[config.mk]
export PLATFORM = sky130hd
export DESIGN_NAME = video_crtc_regs
export DESIGN_NICKNAME = d
export VERILOG_FILES = /design/src/rtl/video_crtc_regs.sv
export SDC_FILE = /design/constraint.sdc
export NUM_CORES = 1
export LEC_CHECK = 0
export CORE_ASPECT_RATIO = 1.25
export CORE_UTILIZATION = 43
export DETAILED_ROUTE_END_ITERATION = 16
export GPL_ROUTABILITY_DRIVEN = 0
export GPL_TIMING_DRIVEN = 1
export HOLD_SLACK_MARGIN = 0.15
export PLACE_DENSITY = 0.73
export REMOVE_ABC_BUFFERS = 1
export SYNTH_ARGS = -nofsm -noshare
export SYNTH_HDL_FRONTEND = slang
export SYNTH_SLANG_ARGS = --single-unit
[constraint.sdc]
create_clock -name iClk -period 1.7 [get_ports iClk]
set_clock_uncertainty 0.05 [all_clocks]
set_input_delay 0.255 -clock iClk [delete_from_list [all_inputs] [get_ports iClk]]
set_output_delay 0.255 -clock iClk [all_outputs]
set_load 0.02 [all_outputs]
[src/rtl/video_crtc_regs.sv]
// 6845-style CRTC register file for the CGA adapter: index/data I/O ports,
// vsync-shadowed start address, and field-rate cursor/character blink.
module video_crtc_regs #(
  parameter logic [11:0] IO_BASE  = 12'h3D0,
  parameter int unsigned FAST_BIT = 3,
  parameter int unsigned SLOW_BIT = 4
) (
  input  logic        iClk,
  input  logic        iRstN,
  input  logic [19:0] iAddr,
  input  logic [7:0]  iWrData,
  input  logic        iWrIo,
  input  logic        iRdIo,
  output logic [7:0]  oRdData,
  output logic        oSel,
  input  logic        iVsync,
  output logic [13:0] oStartAddr,
  output logic [13:0] oCursorAddr,
  output logic [4:0]  oCursorStart,
  output logic [4:0]  oCursorEnd,
  output logic [4:0]  oMaxScanLine,
  output logic        oCursorOn,
  output logic        oCharBlink
);

  logic [7:0] regs [16];
  logic [4:0] index;
  logic       vsPrev;
  logic [4:0] frameCnt;
  logic       hit, idxWr, dataWr, rdClaim, rise, cursorNext;
  logic       unusedAddr;

  function automatic logic [7:0] regMask(input logic [3:0] r);
    case (r)
      4'd4, 4'd6, 4'd7, 4'd10: regMask = 8'h7F;
      4'd5, 4'd9, 4'd11:       regMask = 8'h1F;
      4'd8:                    regMask = 8'h03;
      4'd12, 4'd14:            regMask = 8'h3F;
      default:                 regMask = 8'hFF;
    endcase
  endfunction

  function automatic logic [7:0] regReset(input logic [3:0] r);
    case (r)
      4'd0:    regReset = 8'h71;
      4'd1:    regReset = 8'h50;
      4'd2:    regReset = 8'h5A;
      4'd3:    regReset = 8'h0A;
      4'd4:    regReset = 8'h1F;
      4'd5:    regReset = 8'h06;
      4'd6:    regReset = 8'h19;
      4'd7:    regReset = 8'h1C;
      4'd8:    regReset = 8'h02;
      4'd9:    regReset = 8'h07;
      4'd10:   regReset = 8'h06;
      4'd11:   regReset = 8'h07;
      default: regReset = 8'h00;
    endcase
  endfunction

  assign unusedAddr = ^{iAddr[19:12], iAddr[2:1]};
  assign hit     = (iAddr[11:3] == IO_BASE[11:3]);
  assign idxWr   = hit && iWrIo && !iAddr[0];
  assign dataWr  = hit && iWrIo && iAddr[0];
  assign rdClaim = hit && iRdIo && iAddr[0];
  assign rise    = iVsync && !vsPrev;

  always_ff @(posedge iClk or negedge iRstN) begin
    if (!iRstN) begin
      for (int unsigned i = 0; i < 16; i++) regs[i] <= regReset(4'(i));
      index <= '0;
    end else begin
      if (idxWr) index <= iWrData[4:0];
      if (dataWr && !index[4]) regs[index[3:0]] <= iWrData & regMask(index[3:0]);
    end
  end

  // Read data comes from pre-write register contents, so a same-cycle write
  // to the addressed register is not visible until the following read.
  always_ff @(posedge iClk or negedge iRstN) begin
    if (!iRstN) begin
      oSel    <= 1'b0;
      oRdData <= '0;
    end else begin
      oSel    <= rdClaim;
      oRdData <= (rdClaim && index[4:2] == 3'b011) ? regs[index[3:0]] : '0;
    end
  end

  // The shadow samples R12/R13 before any same-cycle write lands.
  always_ff @(posedge iClk or negedge iRstN) begin
    if (!iRstN) begin
      vsPrev     <= 1'b0;
      frameCnt   <= '0;
      oStartAddr <= '0;
    end else begin
      vsPrev <= iVsync;
      if (rise) begin
        frameCnt   <= frameCnt + 5'd1;
        oStartAddr <= {regs[12][5:0], regs[13]};
      end
    end
  end

  always_comb begin
    cursorNext = 1'b1;
    case (regs[10][6:5])
      2'b00: cursorNext = 1'b1;
      2'b01: cursorNext = 1'b0;
      2'b10: cursorNext = frameCnt[FAST_BIT];
      2'b11: cursorNext = frameCnt[SLOW_BIT];
    endcase
  end

  always_ff @(posedge iClk or negedge iRstN) begin
    if (!iRstN) begin
      oCursorOn  <= 1'b1;
      oCharBlink <= 1'b0;
    end else begin
      oCursorOn  <= cursorNext;
      oCharBlink <= frameCnt[SLOW_BIT];
    end
  end

  assign oCursorAddr  = {regs[14][5:0], regs[15]};
  assign oCursorStart = regs[10][4:0];
  assign oCursorEnd   = regs[11][4:0];
  assign oMaxScanLine = regs[9][4:0];

endmodule

==> impl_metrics.env, run 1 <==
export IMPL_status="finished clean"
export IMPL_critPathMaxFanout=8
export IMPL_dp_cells=478
export IMPL_crit_chain="clkdlybuf4s50_1 > and3b_2 > and4_4 > and4b_1 > buf_6 > mux2_4"
export IMPL_seq_area_um2=2140
export IMPL_crit_type="in -> reg"
export IMPL_netlist_instances=304
export IMPL_h_tree_depth=3
export IMPL_wl_per_cell_um=16.0
export IMPL_first_global_vias=2421
export IMPL_cp_required_ps=1870
export IMPL_grt_pass1_wl_um=12500
export IMPL_drt_iter0_drc=73
export IMPL_diodes=0
export IMPL_pin_count=87
export IMPL_hold_slack_ps=210
export IMPL_relSlewSlack=0.691
export IMPL_setup_viol=0
export IMPL_finalHoldViolCount=0
export IMPL_leakagePower_nw=2.48
export IMPL_p_sw_w=0.000898
export IMPL_clockRootBuffer="clkbuf_8"
export IMPL_slowest_stage="clkdlybuf4s50_1"
export IMPL_critPathTopFamily="simple AND/OR/NAND/NOR gates"
export IMPL_synth_avg_cell_area_um2=12.6
export IMPL_die_area_um2=9280
export IMPL_cts_tree="built"
export IMPL_max_freq_mhz=597
export IMPL_drive_above_1_share=0.324
export IMPL_drtAntennaViolNets=0
export IMPL_synth_area_um2=3820
export IMPL_drt_wl_total_um=7940
export IMPL_max_cap_violations=0
export IMPL_async_flop_share=1.00
export IMPL_fin_crit_ps=1680
export IMPL_fin_util=0.573
export IMPL_tightest_slew_ps=463
export IMPL_nets=405
export IMPL_fin_crit_sh=0.985
export IMPL_layoutNonFillerInstCount=496
export IMPL_final_common_cell="dfrtp_1"
export IMPL_yosysSeqAreaShare=0.559
export IMPL_crit_path_start_kind="primary input"
export IMPL_num_vias=2423
export IMPL_portBuffers=76
export IMPL_p_per_area_nw_per_um2=797
export IMPL_die_w_um=86.3
export IMPL_yosysWarnings=0
export IMPL_cp_num_buf_inv=2
export IMPL_clock_power_share=0.387
export IMPL_synth_edff_count=0
export IMPL_hold_path_class="in -> reg"
export IMPL_gr_total_overflow=0
export IMPL_clockBufferDepth=2
export IMPL_start_util=0.442
export IMPL_multi_input_area_um2=1450
export IMPL_critPathArrivalTime_ps=1850
export IMPL_clock_latency_ps=340
export IMPL_worstSetupEndpointType="register"
export IMPL_cp_slowest_stage_delay_ps=450
export IMPL_intPower_w=0.00305
export IMPL_clock_sinks=85
export IMPL_grt_usage=0.182
export IMPL_pwr_share_seq=0.542
export IMPL_vdd_ir_drop_max_mv=0.596
export IMPL_maxSlewViolCount=0
export IMPL_fp_dieH_um=107
export IMPL_numCtsBuffers=9
export IMPL_clkSlewWorstSetupHoldPaths_ps=80
export IMPL_synth_cell_type_count=35
export IMPL_vias_per_cell=4.89
export IMPL_ys_ff_latch=85
export IMPL_final_cell_mix="dfrtp_1, clkdlybuf4s50_1, nand2_1"
export IMPL_postSynth_topFlopCell="dfrtp_1"
export IMPL_rows=38
export IMPL_area_delta_synth_final_pct=29.7
export IMPL_dp_hpwl_um=5780
export IMPL_antenna_found_initial=0
export IMPL_swShare=0.227
export IMPL_fp_coreArea_um2=8650
export IMPL_combPwrFrac=0.070
export IMPL_drc_errors=0
export IMPL_drtPass1Iterations=4
export IMPL_grt_start_max_net_pins=36
export IMPL_power_w=0.00395
export IMPL_fillerInstances=752
[layout make-up]
type,count,area share
clock buffer,10,0.0257
timing repair buffer,104,0.202
multi-input combinational,170,0.292
tap,120,0.0303
sequential,85,0.431
inverter,1,0.000757
clock inverter,6,0.0177
[final timing paths]
kind,cells past startpoint,from,to,slack (ps)
worst max register to register,5,index[2],regs[46],90
max in group asynchronous,3,iRstN,oCursorAddr[12],640
worst min register to register,0,frameCnt[4],oCharBlink,380
worst max-delay path,6,iAddr[7],regs[21],20
worst min-delay path,2,iAddr[0],oSel,210
min in group asynchronous,2,iRstN,index[4],350
[state kept, by name, indices dropped and copies added (netlist names)]
name / count
frameCnt: 5
index: 5
oCharBlink: 1
oCursorAddr: 14
oCursorEnd: 5
oCursorOn: 1
oCursorStart: 5
oMaxScanLine: 5
oRdData: 8
oSel: 1
oStartAddr: 14
regs: 20
vsPrev: 1
[logic make-up after synthesis]
group / count (synthesis) / share of synthesized area
mux: 59 / 0.197
compound gates: 5 / 0.00982
simple gates: 100 / 0.140
fa+ha+maj: 1 / 0.00327
buf+inv: 49 / 0.0795
flops: 85 / 0.559
xor+xnor: 5 / 0.0115
[synth_stat cells (2+ instances only)]
library cell  number  share of area
and2_1             3         0.0049
and4_1             2         0.0046
buf_2              6         0.0079
buf_4             30          0.059
clkbuf_1          12          0.012
dfrtp_1           76           0.50
dfstp_2            9          0.062
mux2_2            50           0.15
mux4_2             8          0.047
nand2_1           51          0.050
nand3_1            4         0.0052
nand4_1            5         0.0082
nor2_1             4         0.0039
nor2b_1           16          0.026
nor3_2             4          0.010
o211a_1            2         0.0052
xnor2_1            4         0.0092
[metal layers]
metal	GRT usage	up-vias	part of all wire	wire, um
li1	-	1120	-	-
met1	0.229	1249	0.43	3380
met2	0.315	46	0.53	4180
met3	0.0284	8	0.033	265
met4	0.0714	0	0.014	113
met5	0	-	0	0
[metrics by stage]
step                      TNS (ps)  cell area, um2  setup slack (ps)
final                            0            4960              24.7
after global routing         -3.93            4960             -3.19
after CTS                    -72.2            4880             -16.7
after detailed placement    -18460            4640              -435
after global placement      -17010            4640              -398
after floorplan              -2250            3520              -100
[worst reg2reg max path, stage by stage, from the launching register on]
cell	delay (ps)
dfrtp_1	380
and2b_1	220
nand3_1	160
nor3_2	140
buf_4	210
mux2_2	350
[repair_timing]
item,CTS,global route
pin swaps,1,4
gates resized for setup,18,23
hold buffers,1,0
setup endpoints to repair,24,36
buffers inserted,0,1
endpoints found under the hold margin,29,0
[power by group through the flow]
stage               registers (W)  clock network [W]  logic, W
finish                    0.00214            0.00153  0.000278
global route              0.00215            0.00166  0.000315
CTS                       0.00214            0.00157  0.000282
detailed placement        0.00218                  0  0.000278
global placement          0.00218                  0  0.000272
floorplan                 0.00218                  0  0.000107
Power figures use the tool's default switching activity.
==> inputs of run 2 (changes only) <==
--- a/config.mk
+++ b/config.mk
@@ -6,12 +6,12 @@
 export NUM_CORES = 1
 export LEC_CHECK = 0
 export CORE_ASPECT_RATIO = 1.25
-export CORE_UTILIZATION = 43
+export CORE_UTILIZATION = 48
 export DETAILED_ROUTE_END_ITERATION = 16
 export GPL_ROUTABILITY_DRIVEN = 0
 export GPL_TIMING_DRIVEN = 1
 export HOLD_SLACK_MARGIN = 0.15
-export PLACE_DENSITY = 0.73
+export PLACE_DENSITY = 0.77
 export REMOVE_ABC_BUFFERS = 1
 export SYNTH_ARGS = -nofsm -noshare
 export SYNTH_HDL_FRONTEND = slang
==> constraint.sdc (replaced) <==
create_clock -name iClk -period 1.8 [get_ports iClk]
set_clock_uncertainty 0.05 [all_clocks]
set_input_delay 0.27 -clock iClk [delete_from_list [all_inputs] [get_ports iClk]]
set_output_delay 0.27 -clock iClk [all_outputs]
set_load 0.02 [all_outputs]
==> impl_metrics.env, run 2 (synthesized netlist as in run 1, its figures left out) <==
export IMPL_fin_crit_ps=1760
export IMPL_drt_wl_total_um=7790
export IMPL_tightest_slew_ps=394
export IMPL_gr_total_overflow=0
export IMPL_die_area_um2=8330
export IMPL_first_global_vias=2498
export IMPL_antenna_found_initial=0
export IMPL_max_cap_violations=0
export IMPL_clkSlewWorstSetupHoldPaths_ps=80
export IMPL_dpl_cell_area_um2=4660
export IMPL_largest_register_ffs=20
export IMPL_grt_start_max_net_pins=42
export IMPL_timing_rr_start="index[3]"
export IMPL_crit_type="in -> reg"
export IMPL_num_vias=2485
export IMPL_pin_count=87
export IMPL_fillerInstances=632
export IMPL_crit_path_start_kind="primary input"
export IMPL_clockBufferDepth=2
export IMPL_final_cell_mix="dfrtp_1, clkdlybuf4s50_1, nand2_1"
export IMPL_area_delta_synth_final_pct=28.1
export IMPL_finalSetupTns_ps=0
export IMPL_die_w_um=81.8
export IMPL_fin_crit_sh=0.976
export IMPL_drt_iter0_drc=65
export IMPL_cp_startpoint="iAddr[10]"
export IMPL_rsz0062_at_grt="true"
export IMPL_wl_per_cell_um=16.4
export IMPL_critPathArrivalTime_ps=1940
export IMPL_vias_per_cell=5.23
export IMPL_grt_pass1_wl_um=12200
export IMPL_p_per_area_nw_per_um2=756
export IMPL_diodes=0
export IMPL_fp_dieH_um=102
export IMPL_regMostFlops="regs"
export IMPL_max_freq_mhz=569
export IMPL_portBuffers=76
export IMPL_drtAntennaViolNets=0
export IMPL_h_tree_depth=3
export IMPL_maxSlewViolCount=0
export IMPL_numCtsBuffers=9
export IMPL_setup_viol=0
export IMPL_nets=409
export IMPL_worstSetupEndpointType="register"
export IMPL_cp_required_ps=1990
export IMPL_drtPass1Iterations=4
export IMPL_dp_hpwl_um=5820
export IMPL_status="finished clean"
export IMPL_drive_above_1_share=0.334
export IMPL_vdd_ir_drop_max_mv=0.706
export IMPL_finalHoldViolCount=0
export IMPL_fp_coreArea_um2=7750
export IMPL_grt_usage=0.203
export IMPL_clock_sinks=85
export IMPL_final_common_cell="dfrtp_1"
export IMPL_start_util=0.494
export IMPL_leakagePower_nw=2.36
export IMPL_post_route_cell_area_um2=4900
export IMPL_rows=36
export IMPL_clock_latency_ps=350
export IMPL_hold_path_class="in -> async"
export IMPL_relSlewSlack=0.737
export IMPL_drc_errors=0
export IMPL_cts_tree="built"
export IMPL_critPathMaxFanout=8
export IMPL_clockRootBuffer="clkbuf_8"
## run 2: changes by cell type in the layout (fill, tap and decap cells not counted), moves of 3 or more
cell,previous run,this run
mux2_2,36,50
mux2_4,14,0
clkdlybuf4s50_1,55,66
dlymetal6s2s_1,10,1
buf_4,25,28
clkbuf_8,9,12
## run 2: report_power, final
part	internal, W	switching [W]
clock network	0.000754	0.000648
registers	0.00197	0.0000590
logic	0.000135	0.000135
## run 2: critical path: stages
cell,delay [ps]
clkdlybuf4s50_1,390
and4bb_4,350
and4_4,240
and4b_1,220
buf_6,140
mux2_2,340
## run 2: layout make-up
class	count	area, um2	share of cell area
Multi-Input combinational cell	170	1400	0.285
Tap cell	95	119	0.0243
Sequential cell	85	2140	0.437
Clock buffer	13	169	0.0345
Timing Repair Buffer	108	1030	0.210
Clock inverter	3	42.5	0.00869
Inverter	1	3.75	0.000766
## run 2: routing by layer
metal	GRT usage	routed length, um	vias to the layer above
met4	0.0918	222	0
li1	-	-	1137
met2	0.343	4080	83
met5	0	0	-
met1	0.241	3100	1246
met3	0.0486	381	19
## run 2: per-stage QoR
| step | std cells | util | worst slack [ps] | hold slack (ps) | total power, W |
|---|---|---|---|---|---|
| 5_1_grt | 475 | 0.632 | -11.4 | 334 | 0.00383 |
| 3_5_place_dp | 458 | 0.601 | -362 | 153 | 0.00234 |
| 3_3_place_gp | 458 | 0.601 | -360 | 152 | 0.00232 |
| 2_1_floorplan | 256 | - | -0.291 | -75.6 | 0.00216 |
| 6_report | 475 | 0.632 | 42.5 | 306 | 0.00370 |
| 4_1_cts | 475 | 0.629 | 9.57 | 306 | 0.00373 |
## run 2: repair_timing
action                                  4_1_cts  5_1_grt
resized for setup                             8        9
endpoints found under the setup margin        8       19
hold endpoints to repair                     56        0
setup buffers                                 0        0
pin swaps                                     0        2
hold buffers                                  1        0
## run 2: path summary, 6_finish.rpt
check / end / slack [ps] / depth (start not counted)
setup reg to reg: oCursorStart[3] / 70 / 5
hold / removal: oCursorAddr[7] / 310 / 2
max in group asynchronous: oMaxScanLine[1] / 790 / 3
min in group iClk: vsPrev / 360 / 1
hold reg to reg: oCharBlink / 390 / 0
setup / recovery: regs[17] / 40 / 6
==> inputs of run 3 (changes only) <==
--- a/config.mk
+++ b/config.mk
@@ -13,6 +13,7 @@
 export HOLD_SLACK_MARGIN = 0.15
 export PLACE_DENSITY = 0.77
 export REMOVE_ABC_BUFFERS = 1
+export SKIP_CTS_REPAIR_TIMING = 1
 export SYNTH_ARGS = -nofsm -noshare
 export SYNTH_HDL_FRONTEND = slang
 export SYNTH_SLANG_ARGS = --single-unit
==> impl_metrics.env, run 3 (synthesized netlist as in run 1, its figures left out) <==
export IMPL_rows=36
export IMPL_drtAntennaViolNets=0
export IMPL_layoutNonFillerInstCount=475
export IMPL_post_route_cell_area_um2=4930
export IMPL_timing_rr_start="index[3]"
export IMPL_cts_tree="built"
export IMPL_fp_coreArea_um2=7750
export IMPL_drt_iter0_drc=82
export IMPL_worstSetupEndpointType="register"
export IMPL_clock_latency_ps=350
export IMPL_numCtsBuffers=9
export IMPL_p_per_area_nw_per_um2=750
export IMPL_fp_dieH_um=102
export IMPL_max_cap_violations=0
export IMPL_portBuffers=76
export IMPL_cp_required_ps=1990
export IMPL_clock_sinks=85
export IMPL_dp_cells=458
export IMPL_first_global_vias=2495
export IMPL_drtPass1Iterations=4
export IMPL_dpl_cell_area_um2=4660
export IMPL_num_vias=2475
export IMPL_crit_type="in -> reg"
export IMPL_final_cell_mix="dfrtp_1, clkdlybuf4s50_1, nand2_1"
export IMPL_final_common_cell="dfrtp_1"
export IMPL_drive_above_1_share=0.334
export IMPL_tightest_slew_ps=390
export IMPL_critPathMaxFanout=8
export IMPL_reg2reg_to="oCursorStart[3]"
export IMPL_fin_crit_sh=0.978
export IMPL_die_area_um2=8330
export IMPL_grt_start_max_net_pins=42
export IMPL_antenna_found_initial=0
export IMPL_diodes=0
export IMPL_clkSlewWorstSetupHoldPaths_ps=80
export IMPL_r2r_slack_ps=70
export IMPL_fin_crit_ps=1760
export IMPL_largest_register_ffs=20
export IMPL_r2r_cells=5
export IMPL_crit_path_start_kind="primary input"
export IMPL_hold_path_class="in -> async"
export IMPL_leakagePower_nw=2.47
export IMPL_clockRootBuffer="clkbuf_8"
export IMPL_start_util=0.494
export IMPL_drt_wl_total_um=7810
export IMPL_finalHoldViolCount=0
export IMPL_grt_usage=0.202
export IMPL_status="finished clean"
export IMPL_critPathArrivalTime_ps=1950
export IMPL_vdd_ir_drop_max_mv=0.705
export IMPL_area_delta_synth_final_pct=29.1
export IMPL_vias_per_cell=5.21
export IMPL_h_tree_depth=3
export IMPL_grt_pass1_wl_um=12200
export IMPL_setup_viol=0
export IMPL_pin_count=87
export IMPL_nets=409
export IMPL_relSlewSlack=0.740
export IMPL_gr_total_overflow=0
export IMPL_drc_errors=0
export IMPL_clockBufferDepth=2
export IMPL_wl_per_cell_um=16.4
export IMPL_dp_hpwl_um=5820
export IMPL_maxSlewViolCount=0
export IMPL_die_w_um=81.8
export IMPL_fillerInstances=625
export IMPL_max_freq_mhz=568
export IMPL_regMostFlops="regs"
[run 3: cell types whose count changed in the layout (fill, tap and decap cells not counted), sizes merged]
| cell | change |
|---|---|
| dlygate4sd2 | -8 |
| dlymetal6s2s | +8 |
[run 3: power breakdown]
| part | switching (W) | total [W] | internal [W] |
|---|---|---|---|
| Sequential | 0.0000590 | 0.00203 | 0.00197 |
| Clock | 0.000647 | 0.00140 | 0.000754 |
| Combinational | 0.000135 | 0.000270 | 0.000136 |
| Total | 0.000840 | 0.00370 | 0.00286 |
[run 3: metal layers]
layer | global-route usage | wire, um | vias up
li1 | - | - | 1137
met1 | 0.241 | 3090 | 1245
met2 | 0.343 | 4160 | 78
met3 | 0.0486 | 366 | 15
met4 | 0.0918 | 189 | 0
met5 | 0 | 0 | -
[run 3: stage by stage]
| stage | total power [W] | util | hold slack [ps] | worst slack (ps) | TNS, ps |
|---|---|---|---|---|---|
| 2_1_floorplan | 0.00216 | - | -75.6 | -0.291 | -0.905 |
| 3_3_place_gp | 0.00232 | 0.601 | 152 | -360 | -14000 |
| 3_5_place_dp | 0.00234 | 0.601 | 153 | -362 | -14720 |
| 4_1_cts | 0.00373 | 0.629 | -236 | -43.2 | -234 |
| 5_1_grt | 0.00383 | 0.637 | 334 | -0.0706 | -0.0706 |
| 6_report | 0.00370 | 0.637 | 308 | 40.0 | 0 |
[run 3: cell type report]
type | instances | area [um2] | share of cell area
well taps | 95 | 119 | 0.0241
multi-input cells | 170 | 1410 | 0.285
inverters | 1 | 3.75 | 0.000761
clock inverters | 3 | 42.5 | 0.00862
flip-flops and latches | 85 | 2140 | 0.434
repair buffers | 108 | 1060 | 0.214
clock buffers | 13 | 169 | 0.0342
[run 3: worst max path at each step]
stage / start / end / slack [ps] / cells past startpoint
finish: iAddr[5] / regs[18] / 40 / 6
global placement: iAddr[10] / oCursorStart[0] / -360 / 7
floorplan: index[0] / oCursorStart[0] / -0.3 / 4
CTS: oCursorEnd[0] / oCursorEnd[0] / -40 / 1
detailed placement: iAddr[10] / oCursorStart[3] / -360 / 7
global route: iAddr[5] / regs[18] / -0.07 / 6
[run 3: worst max-delay path, stage by stage]
cell and delay [ps]:
clkdlybuf4s50_1 390, and4bb_4 350, and4_4 220, and4b_1 220, buf_6 150, mux2_2 340
